**src/rtl/mult_final_adder_pkg.sv**
```systemverilog
// Shared constants for the multiplier final carry-propagate stage.
// The product width follows the radix-4 Booth multiplier operand widths.
package mult_final_adder_pkg;

    localparam int MULT_WIDTH_A = 16;
    localparam int MULT_WIDTH_B = 16;
    localparam int MULT_WIDTH_O = MULT_WIDTH_A + MULT_WIDTH_B;

endpackage

```
**src/rtl/mult_final_adder_cpa_slice.sv**
```systemverilog
// Combinational ripple/carry-propagate adder slice with carry in and carry out.
module mult_final_adder_cpa_slice #(
    parameter int WIDTH = 16
) (
    input  logic [WIDTH-1:0] a,
    input  logic [WIDTH-1:0] b,
    input  logic             cin,
    output logic [WIDTH-1:0] sum,
    output logic             cout
);

    logic [WIDTH:0] full_s;

    // Zero-extend both operands so the top bit captures the carry out.
    always_comb begin
        full_s = {1'b0, a} + {1'b0, b} + {{WIDTH{1'b0}}, cin};
    end

    assign sum  = full_s[WIDTH-1:0];
    assign cout = full_s[WIDTH];

endmodule

```
**src/rtl/mult_final_adder.sv**
```systemverilog
// Two-stage pipelined resolution of a CSA sum/carry pair into a binary product,
// with valid/ready handshakes on both sides and a synchronous flush.
module mult_final_adder
    import mult_final_adder_pkg::*;
#(
    parameter int WIDTH_O = MULT_WIDTH_O,
    parameter int SPLIT   = WIDTH_O / 2
) (
    input  logic               clk_i,
    input  logic               rst_ni,
    input  logic               flush_i,
    input  logic               in_valid_i,
    output logic               in_ready_o,
    input  logic [WIDTH_O-1:0] sum_i,
    input  logic [WIDTH_O-1:0] carry_i,
    output logic               out_valid_o,
    input  logic               out_ready_i,
    output logic [WIDTH_O-1:0] product_o,
    output logic               zero_o
);

    localparam int HI_W = WIDTH_O - SPLIT;

    logic               va_q, va_d;
    logic [SPLIT-1:0]   lo_q, lo_d;
    logic               cy_q, cy_d;
    logic [HI_W-1:0]    hi_sum_q, hi_sum_d;
    logic [HI_W-1:0]    hi_car_q, hi_car_d;
    logic               vb_q, vb_d;
    logic [WIDTH_O-1:0] product_q, product_d;
    logic               zero_q, zero_d;

    logic               ready_a_s;
    logic               ready_b_s;
    logic [SPLIT-1:0]   lo_sum_s;
    logic               lo_cout_s;
    logic [HI_W-1:0]    hi_res_s;
    logic               hi_cout_unused_s;
    logic [WIDTH_O-1:0] result_s;

    mult_final_adder_cpa_slice #(.WIDTH(SPLIT)) u_cpa_lo (
        .a    (sum_i[SPLIT-1:0]),
        .b    (carry_i[SPLIT-1:0]),
        .cin  (1'b0),
        .sum  (lo_sum_s),
        .cout (lo_cout_s)
    );

    // The carry out of the top bit is the modular wrap and is discarded.
    mult_final_adder_cpa_slice #(.WIDTH(HI_W)) u_cpa_hi (
        .a    (hi_sum_q),
        .b    (hi_car_q),
        .cin  (cy_q),
        .sum  (hi_res_s),
        .cout (hi_cout_unused_s)
    );

    assign result_s  = {hi_res_s, lo_q};
    assign ready_b_s = ~vb_q | out_ready_i;
    assign ready_a_s = ~va_q | ready_b_s;

    // Stage A next state: capture low-slice sum and raw upper halves on accept.
    always_comb begin
        va_d     = va_q;
        lo_d     = lo_q;
        cy_d     = cy_q;
        hi_sum_d = hi_sum_q;
        hi_car_d = hi_car_q;
        if (flush_i) begin
            va_d = 1'b0;
        end else if (ready_a_s) begin
            va_d = in_valid_i;
            if (in_valid_i) begin
                lo_d     = lo_sum_s;
                cy_d     = lo_cout_s;
                hi_sum_d = sum_i[WIDTH_O-1:SPLIT];
                hi_car_d = carry_i[WIDTH_O-1:SPLIT];
            end else begin
                lo_d = lo_q;
            end
        end else begin
            va_d = va_q;
        end
    end

    // Stage B next state: finish the high slice when stage A advances.
    always_comb begin
        vb_d      = vb_q;
        product_d = product_q;
        zero_d    = zero_q;
        if (flush_i) begin
            vb_d = 1'b0;
        end else if (ready_b_s) begin
            vb_d = va_q;
            if (va_q) begin
                product_d = result_s;
                zero_d    = (result_s == {WIDTH_O{1'b0}});
            end else begin
                product_d = product_q;
            end
        end else begin
            vb_d = vb_q;
        end
    end

    // Pipeline registers with asynchronous clear.
    always_ff @(posedge clk_i or negedge rst_ni) begin
        if (!rst_ni) begin
            va_q      <= 1'b0;
            lo_q      <= {SPLIT{1'b0}};
            cy_q      <= 1'b0;
            hi_sum_q  <= {HI_W{1'b0}};
            hi_car_q  <= {HI_W{1'b0}};
            vb_q      <= 1'b0;
            product_q <= {WIDTH_O{1'b0}};
            zero_q    <= 1'b0;
        end else begin
            va_q      <= va_d;
            lo_q      <= lo_d;
            cy_q      <= cy_d;
            hi_sum_q  <= hi_sum_d;
            hi_car_q  <= hi_car_d;
            vb_q      <= vb_d;
            product_q <= product_d;
            zero_q    <= zero_d;
        end
    end

    assign in_ready_o  = ready_a_s;
    assign out_valid_o = vb_q;
    assign product_o   = product_q;
    assign zero_o      = zero_q;

endmodule

```
**config.mk**
```make
export PLATFORM = sky130hd
export DESIGN_NAME = mult_final_adder
export DESIGN_NICKNAME = d
export VERILOG_FILES = /design/src/rtl/mult_final_adder_pkg.sv /design/src/rtl/mult_final_adder_cpa_slice.sv /design/src/rtl/mult_final_adder.sv
export SDC_FILE = /design/constraint.sdc
export NUM_CORES = 1
export LEC_CHECK = 0
export ABC_AREA = 1
export CAP_MARGIN = 20
export CORE_ASPECT_RATIO = 1.1
export CORE_MARGIN = 2
export CORE_UTILIZATION = 30
export CTS_CLUSTER_DIAMETER = 50
export CTS_CLUSTER_SIZE = 14
export DETAILED_ROUTE_END_ITERATION = 10
export HOLD_SLACK_MARGIN = 0.02
export PLACE_DENSITY = 0.61
export SETUP_SLACK_MARGIN = 0.3
export SLEW_MARGIN = 20
export SYNTH_ARGS = -nofsm -noshare
export SYNTH_HDL_FRONTEND = slang
export SYNTH_SLANG_ARGS = --single-unit
```
**constraint.sdc**
```tcl
create_clock -name clk_i -period 2.6 [get_ports clk_i]
set_clock_uncertainty 0.05 [all_clocks]
set_input_delay 0.52 -clock clk_i [delete_from_list [all_inputs] [get_ports clk_i]]
set_output_delay 0.52 -clock clk_i [all_outputs]
set_load 0.005 [all_outputs]
```
# Word level (Yosys, flattened, before mapping)
# Cells that the tools add are included.
[classes]
n_addsub = 3
multipliers = 0
div = 0
order_cmp = 0
eq_ne = 0
n_shift = 0
muxes = 4
bitwise = 5
reduce_logical = 5
[op_table]
columns = ["cell", "count"]
rows = [
  ["$logic_not 32->1", 1],
  ["$add 16x16->17", 1],
  ["$add 16x1->16", 1],
  ["$add 16x16->16", 1],
  ["$reduce_and 3->1", 2],
  ["$mux 1", 4],
  ["$reduce_bool 2->1", 2],
  ["$not 1->1", 3],
  ["$or 1x1->1", 2],
]
[totals]
ff_bits = 84
latchBits = 0
ram_bits = 0
mem_bits_ro = 0
inputBits = 69
wordCells = 25
n_memories = 0

# Depth between registers and ports, before layout
[logic_depth]
depth_word = 5
ltp_mapped = 16
ltp_nobuf = 16

# By module
# Synthesis repeated with hierarchy kept, for this count alone.
[hier_totals]
cells_unflattened = 758
hier_area_um2 = 5373.9
[modules_own_cells]
columns = ["module", "instances", "cells_per_inst", "area_each_um2", "seq_area_each_um2"]
rows = [
  ["mult_final_adder", 1, 386, 3389.5, 2102.0],
  ["mult_final_adder_cpa_slice at u_cpa_lo", 1, 188, 998.5, 0.0],
  ["mult_final_adder_cpa_slice at u_cpa_hi", 1, 184, 985.9, 0.0],
]

# Least setup slack after synthesis
# OpenSTA, ideal clock, no wires.
[synth_path]
path_type = "input to register"
startpoint = "in sum_i[0]"
endpoint = "reg lo_q[12]"
arrival_time_ns = 1.944
required_ns = 2.424
slack_ns = 0.480
path_stages = 14
cell_sequence = "ha_1 inv_1 fa_1 nand3b_1 nand2_1 inv_1 o21bai_4 nand2_1 nand2_1 nand2_1 nand2_1 nand2_1 nand2_1 o21ai_0"
[synth_via]
elab_chain_len = 1
[synth_rtl]
columns = ["item", "line", "text"]
rows = [
  ["start, declared", "mult_final_adder.sv:14", "input logic [WIDTH_O-1:0] sum_i,"],
  ["$add 16x16->17", "mult_final_adder_cpa_slice.sv:16", "full_s = {1'b0, a} + {1'b0, b} + {{WIDTH{1'b0}}, cin};"],
  ["end signal, assigned", "mult_final_adder.sv:110", "lo_q <= {SPLIT{1'b0}};"],
  ["end signal, assigned", "mult_final_adder.sv:119", "lo_q <= lo_d;"],
  ["end, declared", "mult_final_adder.sv:25", "logic [SPLIT-1:0] lo_q, lo_d;"],
]
# Every way passes these cells.
# A chain may end at the register's enable or synchronous reset.

# Final worst setup path
[layout_path]
startpoint = "in out_ready_i"
endpoint = "out in_ready_o"
[layout_via]
elab_chain_len = 2
[layout_rtl]
columns = ["item", "line", "text"]
rows = [
  ["start, declared", "mult_final_adder.sv:17", "input logic out_ready_i,"],
  ["$or 1x1->1", "mult_final_adder.sv:59", "assign ready_b_s = ~vb_q | out_ready_i;"],
  ["$or 1x1->1", "mult_final_adder.sv:60", "assign ready_a_s = ~va_q | ready_b_s;"],
  ["end, declared", "mult_final_adder.sv:13", "output logic in_ready_o,"],
]
# Every way passes these cells.

==> results summary <==
The flow ran to the end, and the final reports show no timing, DRC or antenna violations. The fraction of power consumed by the clock network is 0.313. The average vias per placed instance came out at 4.483. The share of flip-flops with an asynchronous set or reset came out at 1.000. The number of H-tree levels came out at 3. The total of max-cap violations came out at 0. Yosys printed 0 warnings. TritonCTS built the clock tree. The number of fill cells in the layout is 1,650. The initial antenna violation count came to 0. The routed wire length per instance came out at 12.53 µm. The portion of the post-synthesis area used by sequential elements came out at 0.4350. The switching part of the total came out at 0.3123. The overall overflow remaining after global route came out at 0. In the synthesized netlist the dominant register cell turns out to be sky130_fd_sc_hd__dfrtp_1. In the final routing, the length of wire on met1 measures 6.198 mm.

The via count of the first global-routing pass is 4,078. The maximum number of pins on one net before global-route repair is 50. Measured against its own limit, the worst slew margin works out to 0.4838. The portion of the clock cycle consumed by the worst path in the final layout came out at 0.8633. The total track usage came out at 0.1451. The minimum clock period after layout came out at 2.245 ns. In this run, the number of DRC markers left after iteration 0 of detailed routing was 222. The worst min-delay path category is in -> async. The post-place setup slack came out at -0.1325 ns. Setup repair after global routing could not meet its margin everywhere. The signed area change from the synthesized netlist to the final layout came out at 35.47%. The number of vias after detailed routing is about 4,300. The floorplan die height came out at about 140 µm. The top fanout value on the critical path is 3. The count of buffers added on input and output ports is 103. The final-stage net count came out at 852. Clock-pin slew was measured on the worst setup and hold paths at 0.06 ns. The worst supply voltage drop on vdd is 382.4 µV. The detail route stage leaves a number of antenna-violating nets equal to 0.

The die span in x is 125.0 µm. The count of different cell masters after synthesis is 32. In this run the power spent charging and discharging nets is between 1 and 1.5 mW. A synthesized cell averages 7.527 µm². The first global-routing pass estimated 19.98 mm of wire. For the pin with the worst max-slew slack, the measured transition is 0.7732 ns. The antenna diode count came out at 0. The fraction of final layout cells sized beyond drive strength 1 came out at 0.07682. The first-pass iteration count of the detailed router came out at 4. After layout, the design draws a total of roughly 4.8 mW. In this run the clock root is driven by a sky130_fd_sc_hd__clkbuf_16.

The flip-flop and latch count after synthesis came out at 84. The overall die area is between 15,000 and 20,000 µm². The standby leakage power came out at between 3 and 4 nW. The detailed-route wire length came out at 11.97 mm.

After detailed routing, the number of remaining DRC violations is 0. The total CTS buffers is 9. Synthesis produced a netlist whose cell count is between 600 and 700.

between 100 and 150 I/O pins were placed. The number of endpoints with negative hold slack in the final report is 0. The routed length on met3 is 405 µm.

The later-pin clock latency in the skew report is 0.34 ns. Setup violations remaining at the end of the flow were counted as 0. The worst setup path is launched from a primary input.

The worst-case setup margin in the final layout came out at 0.3555 ns. The data arrival at the endpoint of the critical path came out at 1.67 ns. The clock passes through at most 2 buffers.

The upper clock frequency limit is between 400 and 500 MHz. The clock drives between 80 and 90 sinks. The HPWL after detailed placement is just over 9 mm. For the final routed database, the setup TNS stands at 0 ns. The internal power component came out at 3.271 mW. The share of total power dissipated in combinational logic is 0.324. The critical path class is in -> out. Of the total power, registers draw 0.364.

The effective utilization at floorplan came out at 0.3071. The top routing layer in use is met4. Detailed routing placed a total of 5.179 mm of wire on met2. The ratio of total power to cell area came out at roughly 730 nW/µm². The count of pins over their slew limit is 0. Routability-driven placement finished with a final weighted congestion of 0.8155. The placeable core area came out at about 16,000 µm². The net count after synthesis is 744. Data on the critical path is required at its endpoint by 2.03 ns.

The category of the worst setup path capture point is an output pin. The mapped cell area is 4832 µm². After floorplanning, the core was divided into between 40 and 50 placement rows. Yosys mapped a number of flops with a built-in enable equal to 0.
power groups by stage:
stage / clock network, mW / registers [mW] / logic (mW)
2_1_floorplan: 0 / 1.73 / 0.818
3_3_place_gp: 0 / 1.75 / 1.48
3_5_place_dp: 0 / 1.76 / 1.50
4_1_cts: 1.51 / 1.74 / 1.52
5_1_grt: 1.57 / 1.77 / 1.75
6_report: 1.49 / 1.73 / 1.54
synth_stat cells, types with 2 or more instances:
cell type / number / share of area
sky130_fd_sc_hd__nand3_1: 29 / 0.030
sky130_fd_sc_hd__o21ai_0: 50 / 0.052
sky130_fd_sc_hd__xnor2_1: 6 / 0.011
sky130_fd_sc_hd__buf_6: 2 / 0.0047
sky130_fd_sc_hd__buf_2: 8 / 0.0083
sky130_fd_sc_hd__nand2_1: 252 / 0.20
sky130_fd_sc_hd__o22ai_1: 2 / 0.0026
sky130_fd_sc_hd__nor3_1: 3 / 0.0031
sky130_fd_sc_hd__nand3b_1: 5 / 0.0078
sky130_fd_sc_hd__inv_1: 62 / 0.048
sky130_fd_sc_hd__buf_4: 2 / 0.0031
sky130_fd_sc_hd__xor2_1: 2 / 0.0036
sky130_fd_sc_hd__nor2_1: 43 / 0.033
sky130_fd_sc_hd__fa_1: 3 / 0.012
sky130_fd_sc_hd__nand2_2: 2 / 0.0026
sky130_fd_sc_hd__a31oi_1: 3 / 0.0039
sky130_fd_sc_hd__ha_1: 30 / 0.078
sky130_fd_sc_hd__nand4_1: 6 / 0.0078
sky130_fd_sc_hd__dfrtp_1: 84 / 0.44
sky130_fd_sc_hd__a21oi_1: 28 / 0.029
sky130_fd_sc_hd__o21bai_1: 3 / 0.0047
sky130_fd_sc_hd__a211oi_1: 3 / 0.0047
sky130_fd_sc_hd__clkbuf_1: 5 / 0.0039
placed cells by master, fill, tap and decap left out, types with 2 or more instances in the layout:
cell / Yosys / layout
sky130_fd_sc_hd__a31oi_1: 3 / 3
sky130_fd_sc_hd__a21oi_2: 0 / 2
sky130_fd_sc_hd__clkinv_4: 0 / 2
sky130_fd_sc_hd__bufinv_16: 0 / 3
sky130_fd_sc_hd__nand2_1: 252 / 243
sky130_fd_sc_hd__a21oi_1: 28 / 26
sky130_fd_sc_hd__nand3b_1: 5 / 5
sky130_fd_sc_hd__nand3_1: 29 / 28
sky130_fd_sc_hd__xor2_1: 2 / 2
sky130_fd_sc_hd__dfrtp_1: 84 / 84
sky130_fd_sc_hd__nor2_1: 43 / 41
sky130_fd_sc_hd__xnor2_1: 6 / 6
sky130_fd_sc_hd__o21ai_0: 50 / 47
sky130_fd_sc_hd__ha_1: 30 / 28
sky130_fd_sc_hd__nor3_1: 3 / 3
sky130_fd_sc_hd__buf_12: 0 / 2
sky130_fd_sc_hd__inv_1: 62 / 59
sky130_fd_sc_hd__fa_2: 0 / 3
sky130_fd_sc_hd__o21ai_1: 0 / 3
sky130_fd_sc_hd__clkdlybuf4s50_1: 0 / 99
sky130_fd_sc_hd__o22ai_1: 2 / 2
sky130_fd_sc_hd__o21bai_1: 3 / 3
sky130_fd_sc_hd__nor2_2: 1 / 3
sky130_fd_sc_hd__nand3_2: 1 / 2
sky130_fd_sc_hd__nand4_1: 6 / 6
sky130_fd_sc_hd__a211oi_1: 3 / 2
sky130_fd_sc_hd__inv_2: 1 / 4
sky130_fd_sc_hd__dlymetal6s2s_1: 0 / 2
sky130_fd_sc_hd__buf_4: 2 / 9
sky130_fd_sc_hd__nand2_2: 2 / 11
sky130_fd_sc_hd__clkbuf_16: 0 / 9
per-layer routing:
metal / track usage / vias to the layer above
li1: - / 2274
met4: 0.05370 / 0
met1: 0.2084 / 1918
met3: 0.02463 / 10
met5: 0 / -
met2: 0.2201 / 79
critical path, cell delays in order:
cell	delay, ns
sky130_fd_sc_hd__clkdlybuf4s50_1	0.39
sky130_fd_sc_hd__or2_1	0.25
sky130_fd_sc_hd__or2_4	0.25
sky130_fd_sc_hd__dlygate4sd2_1	0.26
per-stage QoR:
stage / std cells / hold slack, ns / util / cell area, µm²
after detailed placement: 935 / 0.4150 / 0.3872 / 6092
after floorplan: 642 / 0.1744 / - / 4832
final: 955 / 0.04870 / 0.4160 / 6546
after global placement: 935 / 0.4140 / 0.3872 / 6092
after global routing: 955 / 0.08018 / 0.4160 / 6546
after CTS: 952 / 0.06895 / 0.4102 / 6455
sequential cells by signal (all words and copies together) (netlist names):
register,count
lo_q,16
hi_car_q,16
hi_sum_q,16
va_q,1
out_valid_o,1
zero_o,1
product_o,32
cy_q,1
logic make-up (layout without fill, tap and decap cells):
group,Yosys count,in the layout,share of synthesized area
buf+inv,81,194,0.06965
simple gates,345,345,0.2882
fa+ha+maj,33,33,0.09011
flops,84,84,0.4350
xor+xnor,8,8,0.01450
compound gates,91,91,0.1025
cell type report:
| class | count | area [µm²] | share of cell area |
|---|---|---|---|
| clock inverters | 7 | 123.9 | 0.01892 |
| inverters | 64 | 240.2 | 0.03670 |
| well taps | 200 | 250.2 | 0.03823 |
| flip-flops and latches | 84 | 2102 | 0.3211 |
| repair buffers | 114 | 1144 | 0.1747 |
| multi-input cells | 477 | 2461 | 0.3760 |
| clock buffers | 9 | 225.2 | 0.03440 |
worst paths after layout:
check | cells after the start | from | slack (ns) | endpoint
min in group clk_i | 2 | zero_o | 0.43 | zero_o
setup / recovery | 4 | out_ready_i | 0.36 | in_ready_o
max in group asynchronous | 2 | rst_ni | 1.85 | product_o[22]
hold reg to reg | 2 | zero_o | 0.43 | zero_o
setup reg to reg | 11 | hi_sum_q[0] | 0.44 | zero_o
hold / removal | 1 | rst_ni | 0.05 | lo_q[9]
repair_timing:
item                       4_1_cts  5_1_grt
buffers inserted                 1        3
setup endpoints to repair        4       10
gates resized for setup          6       24
pin swaps                        5       13
hold buffers                     0        0
Power figures use the tool's default switching activity.
